$ cat config.mk
export PLATFORM = sky130hd
export DESIGN_NAME = wb_arbiter_rr
export DESIGN_NICKNAME = d
export VERILOG_FILES = /design/src/rtl/wb_pkg.sv /design/src/rtl/wb_rr_picker.sv /design/src/rtl/wb_arbiter_rr.sv
export SDC_FILE = /design/constraint.sdc
export NUM_CORES = 1
export LEC_CHECK = 0
export ABC_CLOCK_PERIOD_IN_PS = 3250
export CORE_AREA = 4 4 169 171
export DETAILED_ROUTE_END_ITERATION = 8
export DIE_AREA = 0 0 173 175
export HOLD_SLACK_MARGIN = 0.02
export PLACE_DENSITY = 0.53
export SLEW_MARGIN = 20
export SYNTH_ARGS = -nofsm -noshare
export SYNTH_HDL_FRONTEND = slang
export SYNTH_SLANG_ARGS = --single-unit
$ cat constraint.sdc
create_clock -name clk_i -period 3.25 [get_ports clk_i]
set_input_delay 0.4875 -clock clk_i [delete_from_list [all_inputs] [get_ports clk_i]]
set_output_delay 0.4875 -clock clk_i [all_outputs]
set_load 0.02 [all_outputs]
$ cat src/rtl/wb_pkg.sv
// wb_pkg: shared types and constants for the Wishbone round-robin arbiter.
// Provides the arbiter state enum, the SEL width helper and the default timeout.
package wb_pkg;

  typedef enum logic [0:0] {
    IDLE  = 1'b0,
    OWNED = 1'b1
  } wb_arb_state_e;

  localparam int WB_DEFAULT_TIMEOUT = 255;

  function automatic int wb_sel_width(input int dw);
    return dw / 8;
  endfunction

endpackage

$ cat src/rtl/wb_rr_picker.sv
// wb_rr_picker: combinational round-robin picker.
// Ports: req[N] requests, ptr start index, gnt[N] one-hot first req at/after ptr (wrapping).
module wb_rr_picker #(
  parameter int N  = 4,
  parameter int PW = (N > 1) ? $clog2(N) : 1
) (
  input  logic [N-1:0]  req,
  input  logic [PW-1:0] ptr,
  output logic [N-1:0]  gnt
);

  int   idx;
  logic found;

  always_comb begin
    gnt   = '0;
    found = 1'b0;
    idx   = 0;
    for (int i = 0; i < N; i++) begin
      idx = int'(ptr) + i;
      if (idx >= N) idx = idx - N;
      for (int k = 0; k < N; k++) begin
        if (!found && k == idx && req[k]) begin
          gnt[k] = 1'b1;
          found  = 1'b1;
        end
      end
    end
  end

endmodule

$ cat src/rtl/wb_arbiter_rr.sv
// wb_arbiter_rr: N-master to 1-slave Wishbone classic arbiter, round-robin,
// grant held for the whole CYC, per-transfer watchdog raising ERR.
// Ports: clk_i/rst_i; m_* packed master buses (master k at slice k);
// s_* single slave bus; m_dat_o broadcast read data; grant_o one-hot owner.
module wb_arbiter_rr
  import wb_pkg::*;
#(
  parameter int NUM_MASTERS = 4,
  parameter int ADDR_WIDTH  = 32,
  parameter int DATA_WIDTH  = 32,
  parameter int TIMEOUT     = WB_DEFAULT_TIMEOUT
) (
  input  logic                                             clk_i,
  input  logic                                             rst_i,
  input  logic [NUM_MASTERS-1:0]                           m_cyc_i,
  input  logic [NUM_MASTERS-1:0]                           m_stb_i,
  input  logic [NUM_MASTERS-1:0]                           m_we_i,
  input  logic [NUM_MASTERS*ADDR_WIDTH-1:0]                m_adr_i,
  input  logic [NUM_MASTERS*DATA_WIDTH-1:0]                m_dat_i,
  input  logic [NUM_MASTERS*wb_sel_width(DATA_WIDTH)-1:0]  m_sel_i,
  output logic [DATA_WIDTH-1:0]                            m_dat_o,
  output logic [NUM_MASTERS-1:0]                           m_ack_o,
  output logic [NUM_MASTERS-1:0]                           m_err_o,
  output logic                                             s_cyc_o,
  output logic                                             s_stb_o,
  output logic                                             s_we_o,
  output logic [ADDR_WIDTH-1:0]                            s_adr_o,
  output logic [DATA_WIDTH-1:0]                            s_dat_o,
  output logic [wb_sel_width(DATA_WIDTH)-1:0]              s_sel_o,
  input  logic [DATA_WIDTH-1:0]                            s_dat_i,
  input  logic                                             s_ack_i,
  input  logic                                             s_err_i,
  output logic [NUM_MASTERS-1:0]                           grant_o
);

  localparam int N  = NUM_MASTERS;
  localparam int AW = ADDR_WIDTH;
  localparam int DW = DATA_WIDTH;
  localparam int SW = wb_sel_width(DATA_WIDTH);
  localparam int PW = (N > 1) ? $clog2(N) : 1;

  wb_arb_state_e state;
  logic [N-1:0]  grant;
  logic [N-1:0]  pick;
  logic [PW-1:0] ptr;
  logic [PW-1:0] ptr_nxt;
  logic          owned;
  logic          own_cyc;
  logic          own_stb;
  logic          own_we;
  logic          rel;
  logic          stall;
  logic          wd_err;

  wb_rr_picker #(
    .N  (N),
    .PW (PW)
  ) u_pick (
    .req (m_cyc_i),
    .ptr (ptr),
    .gnt (pick)
  );

  // grant is one-hot in OWNED and zero otherwise, so the mux needs no default owner
  always_comb begin
    own_cyc = 1'b0;
    own_stb = 1'b0;
    own_we  = 1'b0;
    s_adr_o = '0;
    s_dat_o = '0;
    s_sel_o = '0;
    ptr_nxt = '0;
    for (int k = 0; k < N; k++) begin
      if (grant[k]) begin
        own_cyc = m_cyc_i[k];
        own_stb = m_stb_i[k];
        own_we  = m_we_i[k];
        s_adr_o = m_adr_i[k*AW +: AW];
        s_dat_o = m_dat_i[k*DW +: DW];
        s_sel_o = m_sel_i[k*SW +: SW];
        ptr_nxt = (k == N-1) ? '0 : PW'(k + 1);
      end
    end
  end

  assign owned   = (state == OWNED);
  assign s_cyc_o = owned & own_cyc;
  assign s_stb_o = s_cyc_o & own_stb;
  assign s_we_o  = s_cyc_o & own_we;
  assign rel     = owned & ~own_cyc;
  assign stall   = s_stb_o & ~s_ack_i & ~s_err_i;

  assign m_dat_o = s_dat_i;
  assign m_ack_o = grant & {N{owned & s_ack_i}};
  assign m_err_o = grant & {N{owned & (s_err_i | wd_err)}};
  assign grant_o = grant;

  always_ff @(posedge clk_i or posedge rst_i) begin
    if (rst_i) begin
      state <= IDLE;
      grant <= '0;
      ptr   <= '0;
    end else begin
      unique case (state)
        IDLE: begin
          if (|m_cyc_i) begin
            grant <= pick;
            state <= OWNED;
          end
        end
        OWNED: begin
          if (rel) begin
            grant <= '0;
            ptr   <= ptr_nxt;
            state <= IDLE;
          end
        end
      endcase
    end
  end

  if (TIMEOUT > 0) begin : g_wd
    localparam int WDW = (TIMEOUT > 1) ? $clog2(TIMEOUT) : 1;
    logic [WDW-1:0] wd_cnt;

    // fires on the TIMEOUT-th consecutive stalled cycle, then restarts
    assign wd_err = stall && (wd_cnt == WDW'(TIMEOUT - 1));

    always_ff @(posedge clk_i or posedge rst_i) begin
      if (rst_i) begin
        wd_cnt <= '0;
      end else if (!stall || wd_err) begin
        wd_cnt <= '0;
      end else begin
        wd_cnt <= wd_cnt + WDW'(1);
      end
    end
  end else begin : g_nowd
    assign wd_err = 1'b0;
  end

endmodule
==> reports/metrics.cfg <==
[placed_design]
port_buffers=370
dp_hpwl_microns=15660
place_area_sq_mm=0.007054
gp_congestion=0.8242
preCtsSetupSlack_ps=59.70
dp_cells=1117

[route]
vias_per_cell=4.362
drtAntennaViolNets=0
via_count=4894
drt-initial-drc-count=190
firstDrtPassIters=4
routedWlPerCell_microns=17.27
drc=0
wl_microns=19370

[worst_hold_path]
hp-start=g_wd.wd_cnt[0]
hold_class=flip-flop to flip-flop
holdPathEnd=g_wd.wd_cnt[0]
hold-path-cell-count=1

[layout]
fin_area_sq_mm=0.007141
drive_above_1_share_pct=4.994
stdcell_count=1122
n_antenna_cell=0
area_delta_synth_final_pct=127.4
final.fill_count=2954
fin_nets=1104

[grt]
grt_antenna_before_repair=0
globalRouteTotalUtil_pct=11.45
grt_pass1_wl_microns=28190
grt_start_max_net_pins=75
grt_pass1_vias=4964
grt-ovfl-total=0

[setup_path]
path_max_fanout=4
r2r_end=g_wd.wd_cnt[5]
reg2reg_depth=6
path_class=input port to primary output
cp.arrival_ps=2680
endpoint_kind=primary output
timing.rr.start=grant_o[0]
r2r_setup_slack_ps=1360
critPathLaunchType=input port
critPathRequiredTime_ps=2760

[logic_synthesis]
synth_edf_count=0
synth_common_cells=74 x nor2_1, 72 x nand2_1, 68 x o31ai_1
async_flop_share_pct=100.0
synth.distinct_cells=42
ys_ff_latch=15
syn_area_per_cell_sq_um=6.626
yosysTopAreaCellShare_pct=18.69
ys_warn_count=0
synth_most_common_cell=nor2_1
syn_inst=474
ys_seq_area_share_pct=11.95
syn-cell-area_sq_mm=0.003141
yosysTopAreaCell=a221oi_1
synth_ff_type=dfrtp_1
synth_area_leaders=a221oi_1 19%, o31ai_1 16%, dfrtp_1 12%
synth_nets=796

[floorplanning]
num_io_pins=435
die_y_microns=175
core_region_area_sq_mm=0.02688
start_util_pct=11.69
row_count=60
die_w_microns=173
die_area_sq_mm=0.03028

[timing]
maxSlewHeadroom_pct=58.96
tightest_slew_ps=614.9
rsz0062_at_grt=false
max_freq_mhz=315.2
finalSetupViolations=0
tns_ps=0
min_period_over_period_pct=97.60
fin_skew_ps=1.158
worst_slack_ps=77.87
period_minus_slack_ps=3172
hold_violations=0
slew_viol_final=0

[clock_network]
htree_levels=1
tritoncts=done
cts_sinks=15
cts_hold_buf=0
path_clk_slew_ps=50
clockBufferDepth=2
cts_resized=0
clock_latency_ps=250
cts-root-buf=clkbuf_16
cts_inserted_buffers=3

[power]
peakVddDrop_v=0.0003472
p_leak_nw=2.397
finalPower_mw=4.774
power.density_mw_per_mm2=668.6

[outcome]
status=finished clean

[job]
drv_cap=0

-- state kept, by name, summed over array words and instances, names as in the netlist --
signal / count
owned: 1
ptr: 2
g_wd.wd_cnt: 8
grant_o: 4
-- per-stage QoR --
step	hold WS [ps]	util, %
6_report	506.9	26.57
5_1_grt	535.9	26.57
4_1_cts	514.3	26.54
3_5_place_dp	503.3	26.25
3_3_place_gp	495.0	26.25
2_1_floorplan	389.0	-
-- cell type report --
cell class	instances	area [sq um]	area share, %
Multi-Input combinational cell	363	2258	31.63
Sequential cell	15	384.1	5.379
Clock buffer	4	78.83	1.104
Timing Repair Buffer	388	3951	55.34
Inverter	11	41.29	0.5782
Tap cell	341	426.7	5.975
-- cells in the final DEF (no fill, tap or decap), types with 8 or more instances in the layout --
cell type and count:
buf_4 9, clkdlybuf4s50_1 370, a21oi_1 8, nand3_1 12
nand2_1 72, o21ai_0 12, a221oi_1 67, nor2_1 74
nor3_2 8, o31ai_1 68, buf_12 9, inv_1 10
dfrtp_1 12
-- report_power, final --
group	switching (mW)	leakage [nW]	internal, mW	total (mW)
logic	2.16	2.16	2.03	4.20
registers	0.112	0.198	0.224	0.336
clock network	0.0767	0.0382	0.166	0.243
total	2.35	2.40	2.42	4.77
-- logic make-up (layout without fill, tap and decap cells) --
group,count (synthesis),count (layout),synth area share (%)
AOI/OAI and AO/OA,170,170,42.59
xor gates and xnor gates,6,6,1.674
adders and majority gates,2,2,0.7967
buffers and inverters,96,403,16.37
DFF,15,15,11.95
muxes,1,1,0.3187
and+or+nand+nor,184,184,26.30
-- critical path, cell delays in order --
cell	delay, ps
clkdlybuf4s50_1	520
nand3b_4	90
a211oi_4	380
nand2_1	220
a2111oi_2	300
clkdlybuf4s50_1	680
-- metal layers --
| layer | vias to the layer above | part of all wire [%] | track usage, % |
|---|---|---|---|
| li1 | 2373 | - | - |
| met1 | 2225 | 38 | 13.00 |
| met2 | 271 | 50 | 20.92 |
| met3 | 25 | 9.2 | 3.613 |
| met4 | 0 | 2.3 | 2.694 |
| met5 | - | 0 | 0 |
-- how the worst max path moves through the flow --
| stage | start | end | slack (ps) | depth (start not counted) |
|---|---|---|---|---|
| 2_1_floorplan | grant_o[2] | s_adr_o[10] | 940 | 6 |
| 3_3_place_gp | m_cyc_i[1] | s_stb_o | 110 | 6 |
| 3_5_place_dp | m_cyc_i[1] | s_stb_o | 60 | 6 |
| 4_1_cts | m_cyc_i[1] | s_stb_o | 40 | 6 |
| 5_1_grt | m_cyc_i[0] | s_stb_o | 20 | 6 |
| 6_report | m_cyc_i[0] | s_stb_o | 80 | 6 |
-- timing repair --
action,in CTS,in global routing
endpoints found under the setup margin,0,1
hold endpoints to repair,0,0
setup buffers,0,1
No activity file was read; power rests on OpenSTA's default activity.
